<file path="src/rtl/ldm_stm_pkg.sv">
// Shared types and constants for the LDM/STM block-transfer sequencer.
package ldm_stm_pkg;

  localparam int unsigned WORD_BYTES = 4;
  localparam int unsigned REG_IDX_W  = 4;
  localparam int unsigned CNT_W      = 5;
  localparam logic [REG_IDX_W-1:0] PC_IDX = 4'd15;

  typedef enum logic [1:0] {
    IDLE = 2'd0,
    XFER = 2'd1,
    WB   = 2'd2,
    DONE = 2'd3
  } state_e;

  // Encoding is {P,U}, so the mode falls straight out of the instruction bits.
  typedef enum logic [1:0] {
    DA = 2'b00,
    IA = 2'b01,
    DB = 2'b10,
    IB = 2'b11
  } addr_mode_e;

  function automatic addr_mode_e addr_mode(input logic p, input logic u);
    return addr_mode_e'({p, u});
  endfunction

endpackage

</file>
<file path="src/rtl/lowest_set_bit.sv">
// Combinational priority encoder: index of the lowest set bit plus a valid flag.
module lowest_set_bit
  import ldm_stm_pkg::*;
#(
  parameter int unsigned NREG = 16
) (
  input  logic [NREG-1:0]      vec,
  output logic [REG_IDX_W-1:0] idx,
  output logic                 valid
);

  // Scan from the top so the lowest set bit is the last one to win.
  always_comb begin
    idx   = '0;
    valid = 1'b0;
    for (int i = int'(NREG) - 1; i >= 0; i--) begin
      if (vec[i]) begin
        idx   = REG_IDX_W'(i);
        valid = 1'b1;
      end
    end
  end

endmodule

</file>
<file path="src/rtl/ldm_stm_sequencer.sv">
// LDM/STM sequencer: moves one register per cycle between register file and memory.
// Optional macro LDM_STM_MEM_WAIT_EN adds mem_ready so XFER cycles can stall on memory.
module ldm_stm_sequencer
  import ldm_stm_pkg::*;
#(
  parameter int unsigned XLEN = 32,
  parameter int unsigned NREG = 16
) (
  input  logic                 clk,
  input  logic                 reset,
  input  logic                 start,
  input  logic                 is_load,
  input  logic                 pre_index,
  input  logic                 up,
  input  logic                 write_back,
  input  logic [REG_IDX_W-1:0] base_reg,
  input  logic [XLEN-1:0]      base_addr,
  input  logic [NREG-1:0]      reg_list,
  input  logic [XLEN-1:0]      mem_rdata,
  input  logic [XLEN-1:0]      reg_rdata,
`ifdef LDM_STM_MEM_WAIT_EN
  input  logic                 mem_ready,
`endif
  output logic                 busy,
  output logic                 done,
  output logic [XLEN-1:0]      mem_addr,
  output logic                 mem_we,
  output logic [XLEN-1:0]      mem_wdata,
  output logic [REG_IDX_W-1:0] reg_raddr,
  output logic                 reg_we,
  output logic [REG_IDX_W-1:0] reg_waddr,
  output logic [XLEN-1:0]      reg_wdata,
  output logic                 pc_load
);

  localparam logic [XLEN-1:0] STEP = XLEN'(WORD_BYTES);

  state_e               state_q, state_d;
  logic [NREG-1:0]      list_q;
  logic [XLEN-1:0]      addr_q;
  logic [XLEN-1:0]      wb_val_q;
  logic [REG_IDX_W-1:0] base_reg_q;
  logic                 is_load_q;
  logic                 wb_en_q;

  logic [CNT_W-1:0]     n_c;
  logic [XLEN-1:0]      span_c;
  logic [XLEN-1:0]      start_addr_c;
  logic [XLEN-1:0]      wb_val_c;
  logic                 wb_en_c;
  logic [REG_IDX_W-1:0] cur;
  logic                 cur_valid;
  logic [NREG-1:0]      list_next;
  logic                 mem_ok;
  logic                 fire;
  logic                 last;
  logic                 accept;

  lowest_set_bit #(.NREG(NREG)) u_lsb (
    .vec   (list_q),
    .idx   (cur),
    .valid (cur_valid)
  );

`ifdef LDM_STM_MEM_WAIT_EN
  assign mem_ok = mem_ready;
`else
  assign mem_ok = 1'b1;
`endif

  assign accept    = (state_q == IDLE) && start;
  assign fire      = (state_q == XFER) && cur_valid && mem_ok;
  assign list_next = list_q & ~(NREG'(1) << cur);
  assign last      = (list_next == '0);

  // Launch-time arithmetic: transfer count, first address and writeback value.
  always_comb begin
    n_c = '0;
    for (int i = 0; i < int'(NREG); i++) begin
      n_c = n_c + CNT_W'(reg_list[i]);
    end
    span_c = XLEN'(n_c) * STEP;
    case (addr_mode(pre_index, up))
      IA:      start_addr_c = base_addr;
      IB:      start_addr_c = base_addr + STEP;
      DA:      start_addr_c = base_addr - span_c + STEP;
      DB:      start_addr_c = base_addr - span_c;
      default: start_addr_c = base_addr;
    endcase
    wb_val_c = up ? (base_addr + span_c) : (base_addr - span_c);
    // A loaded base or a PC base keeps the transferred value, so no writeback.
    wb_en_c  = write_back && (n_c != '0) && (base_reg != PC_IDX)
               && !(is_load && reg_list[base_reg]);
  end

  always_ff @(posedge clk) begin
    if (reset) state_q <= IDLE;
    else       state_q <= state_d;
  end

  // Command latch at launch; list/address advance on each completed transfer.
  always_ff @(posedge clk) begin
    if (reset) begin
      list_q     <= '0;
      addr_q     <= '0;
      wb_val_q   <= '0;
      base_reg_q <= '0;
      is_load_q  <= 1'b0;
      wb_en_q    <= 1'b0;
    end else if (accept) begin
      list_q     <= reg_list;
      addr_q     <= start_addr_c;
      wb_val_q   <= wb_val_c;
      base_reg_q <= base_reg;
      is_load_q  <= is_load;
      wb_en_q    <= wb_en_c;
    end else if (fire) begin
      list_q     <= list_next;
      addr_q     <= addr_q + STEP;
    end
  end

  always_comb begin
    state_d = state_q;
    case (state_q)
      IDLE:    if (start) state_d = (n_c == '0) ? DONE : XFER;
      XFER:    if (fire && last) state_d = wb_en_q ? WB : DONE;
      WB:      state_d = DONE;
      DONE:    state_d = IDLE;
      default: state_d = IDLE;
    endcase
  end

  // Memory read data and register read data flow through in the same cycle.
  always_comb begin
    busy      = 1'b0;
    done      = 1'b0;
    mem_addr  = '0;
    mem_we    = 1'b0;
    mem_wdata = '0;
    reg_raddr = '0;
    reg_we    = 1'b0;
    reg_waddr = '0;
    reg_wdata = '0;
    pc_load   = 1'b0;
    case (state_q)
      XFER: begin
        busy     = 1'b1;
        mem_addr = addr_q;
        if (is_load_q) begin
          reg_wdata = mem_rdata;
          if (cur == PC_IDX) begin
            pc_load = fire;
          end else begin
            reg_we    = fire;
            reg_waddr = cur;
          end
        end else begin
          reg_raddr = cur;
          mem_we    = 1'b1;
          mem_wdata = reg_rdata;
        end
      end
      WB: begin
        busy      = 1'b1;
        reg_we    = 1'b1;
        reg_waddr = base_reg_q;
        reg_wdata = wb_val_q;
      end
      DONE:    done = 1'b1;
      default: ;
    endcase
  end

endmodule
</file>
<file path="config.mk">
export PLATFORM = sky130hd
export DESIGN_NAME = ldm_stm_sequencer
export DESIGN_NICKNAME = d
export VERILOG_FILES = /design/src/rtl/ldm_stm_pkg.sv /design/src/rtl/lowest_set_bit.sv /design/src/rtl/ldm_stm_sequencer.sv
export SDC_FILE = /design/constraint.sdc
export NUM_CORES = 1
export LEC_CHECK = 0
export ABC_CLOCK_PERIOD_IN_PS = 8000
export CAP_MARGIN = 20
export CORE_MARGIN = 1.5
export CORE_UTILIZATION = 50
export CTS_CLUSTER_DIAMETER = 40
export DETAILED_ROUTE_END_ITERATION = 10
export DONT_BUFFER_PORTS = 1
export PLACE_DENSITY = 0.67
export SKIP_LAST_GASP = 1
export SLEW_MARGIN = 20
export SYNTH_ARGS = -nofsm -noshare
export SYNTH_HDL_FRONTEND = slang
export SYNTH_SLANG_ARGS = --single-unit
</file>
<file path="constraint.sdc">
create_clock -name clk -period 8 [get_ports clk]
set_clock_uncertainty 0.05 [all_clocks]
set_input_delay 2.4 -clock clk [delete_from_list [all_inputs] [get_ports clk]]
set_output_delay 2.4 -clock clk [all_outputs]
set_load 0.05 [all_outputs]
</file>
==> results.sh <==
export IMPL_outcome="complete, no violations"
export IMPL_numCtsBuffers=9
export IMPL_crit_path_end_kind="flip-flop"
export IMPL_detail_route_antenna_nets=0
export IMPL_rsz0062_at_grt="true"
export IMPL_htreeDepth=3
export IMPL_reg2regPathDepth=8
export IMPL_grt_pass1_vias=9162
export IMPL_dp_hpwl_um=28900
export IMPL_top_layer="met4"
export IMPL_drt_met1_wl_um=15300
export IMPL_post_route_min_period_ns=7.92
export IMPL_seq_area_um2=1760
export IMPL_power_leakage_nw=3.85
export IMPL_fmax_mhz=126
export IMPL_relSlewSlack=0.255
export IMPL_start_util=0.509
export IMPL_wl_um=37500
export IMPL_finalSetupViolCount=0
export IMPL_vdd_ir_drop_max_uv=238
export IMPL_syn_to_final_growth_pct=13.2
export IMPL_io_buffers=0
export IMPL_synthArstFlopShare=0
export IMPL_reg2reg_to="state_q[0]"
export IMPL_power_density_nw_per_um2=310
export IMPL_synthCells=1337
export IMPL_syn_nets=1498
export IMPL_holdPathEnd="wb_val_q[26]"
export IMPL_ys_warn_count=0
export IMPL_synth_flop_cell="dfxtp_1"
export IMPL_critPathKind="primary input to flip-flop"
export IMPL_multi_input_area_um2=7340
export IMPL_grt_overflow_total=0
export IMPL_synth_area_um2=9520
export IMPL_synth_cell_types=83
export IMPL_num_rows=50
export IMPL_cts_hold_buffers=0
export IMPL_design_area_um2=10800
export IMPL_wl_met3_um=3870
export IMPL_required_ns=8.14
export IMPL_drv_cap=0
export IMPL_synth_edf_count=0
export IMPL_firstDrtPassIters=9
export IMPL_holdCritPathClass="flip-flop to flip-flop"
export IMPL_min_path_cells=2
export IMPL_final_common_cell="nand2_1"
export IMPL_die_x_um=141
export IMPL_synth_seq_cells=88
export IMPL_wl_met2_um=16900
export IMPL_clkLatencyLatePin_ns=0.34
export IMPL_reg2reg_setup_slack_ns=4.49
export IMPL_setup_ws_ns=0.0815
export IMPL_io_pins=232
export IMPL_place_area_um2=10200
export IMPL_clockBufferDepth=2
export IMPL_fin_util=0.576
export IMPL_wire_per_inst_um=23.6
export IMPL_ys_seq_area_frac=0.185
export IMPL_clock_sinks=88
export IMPL_path_clk_slew_ns=0.07
export IMPL_ctsRootBufferMaster="clkbuf_16"
export IMPL_dieArea_um2=19900
export IMPL_gp_congestion=1.00
export IMPL_hold_violations=0
export IMPL_grt_usage=0.365
export IMPL_cts_tree="yes"
export IMPL_period_share=0.990
export IMPL_setup_worst_path_start_class="primary input"
export IMPL_fin_nets=1507
export IMPL_grt_pass1_wl_um=56100
export IMPL_cp_arrival_ns=8.06
export IMPL_critPathMaxFanout=5
export IMPL_vias=10480
export IMPL_drive_gt1_frac=0.145
export IMPL_r2r_start="list_q[0]"
export IMPL_slew_viol_final=0
export IMPL_antenna_found_initial=8
export IMPL_via_per_inst=6.58
export IMPL_final_cell_mix="nand2_1, buf_4, dfxtp_1"
export IMPL_grt_max_degree=96
export IMPL_crit_start="reg_list[9]"
export IMPL_dp_slack_ns=-0.475
export IMPL_syn_area_per_cell_um2=7.12
export IMPL_die_h_um=141
export IMPL_drt_iter0_markers=1184
export IMPL_fillers=1813
export IMPL_post_route_drc_count=0
export IMPL_tightest_slew_ns=1.11
export IMPL_hp_start="wb_val_q[26]"
export IMPL_core_area_um2=18700
-- critical path: stages --
cell and delay [ns]:
inv_8 0.01, fa_1 0.52, fa_2 0.61, fa_2 0.45, fa_1 0.45, inv_2 0.07, ha_4 0.13, inv_2 0.04
fa_2 0.38, nor2b_1 0.12, o21a_2 0.18, inv_2 0.05, ha_4 0.18, or3_4 0.37, or4_1 0.50, a211o_1 0.29
a211o_4 0.37, buf_12 0.15, nor4_4 0.21, mux2i_1 0.24, mux2i_1 0.22, a221oi_1 0.09
-- final cells by class --
class                   instances  area share
well taps                     234      0.0272
repair buffers                105      0.0747
diodes                          8     0.00186
multi-input cells            1077       0.682
flip-flops and latches         88       0.164
clock inverters                 5     0.00534
clock buffers                  11      0.0216
inverters                      65      0.0240
-- logic make-up after synthesis --
logic type | share of synthesized area
mux | 0.0204
fa+ha+maj | 0.0594
compound gates | 0.247
xor+xnor | 0.0957
buf+inv | 0.0722
flops | 0.185
simple gates | 0.320
-- how the worst max path moves through the flow --
stage	endpoint	slack [ns]
floorplan	addr_q[27]	-0.04
global placement	addr_q[18]	-0.32
detailed placement	addr_q[27]	-0.48
CTS	addr_q[27]	0.01
global route	addr_q[25]	-0.1
finish	addr_q[25]	0.08
-- routing by layer --
layer / GRT usage / vias up
met2: 0.566 / 654
met4: 0.152 / 0
li1: - / 4803
met1: 0.499 / 4935
met5: 0 / -
met3: 0.0686 / 88
-- per-stage QoR --
stage / instances / setup TNS [ns] / total power [mW] / hold WS (ns)
after global placement: 1564 / -3.04 / 2.77 / 0.383
final: 1593 / 0 / 3.34 / 0.397
after global routing: 1592 / -0.254 / 3.53 / 0.409
after floorplan: 1337 / -0.125 / 2.20 / 0.382
after CTS: 1581 / 0 / 3.24 / 0.398
after detailed placement: 1564 / -5.05 / 2.79 / 0.389
-- synthesized netlist by cell type (14+ instances only) --
library cell | count | area [um^2]
nand2b_1 | 14 | 87.6
nand2_1 | 171 | 642
o21ai_0 | 48 | 240
and2_1 | 74 | 463
o31ai_1 | 14 | 105
o211ai_1 | 17 | 128
xnor2_1 | 56 | 490
clkbuf_1 | 84 | 315
nor4_1 | 14 | 87.6
xor2_1 | 48 | 420
nor2b_1 | 44 | 275
a21oi_1 | 88 | 440
nor3_1 | 28 | 140
ha_1 | 26 | 325
a22oi_1 | 40 | 300
nand4_1 | 31 | 194
a211oi_1 | 35 | 263
dfxtp_1 | 88 | 1760
inv_1 | 64 | 240
nor2_1 | 84 | 315
nand3_1 | 42 | 210
-- registers in the layout, summed over array words and instances (netlist names) --
| name | cells |
|---|---|
| addr_q | 32 |
| list_q | 16 |
| wb_en_q | 1 |
| wb_val_q | 32 |
| base_reg_q | 4 |
| is_load_q | 1 |
| state_q | 2 |
-- report_power, final --
part / internal (mW) / switching (mW) / leakage (nW) / total, mW
clock network: 0.243 / 0.182 / 0.144 / 0.425
logic: 0.795 / 1.44 / 2.98 / 2.24
registers: 0.550 / 0.124 / 0.724 / 0.674
total: 1.59 / 1.75 / 3.85 / 3.34
-- repair_timing --
action,in CTS,in global routing
endpoints found under the setup margin,6,20
resized for setup,7,36
pin swaps,2,21
buffers inserted,1,4
(Power assumes the default switching activity.)
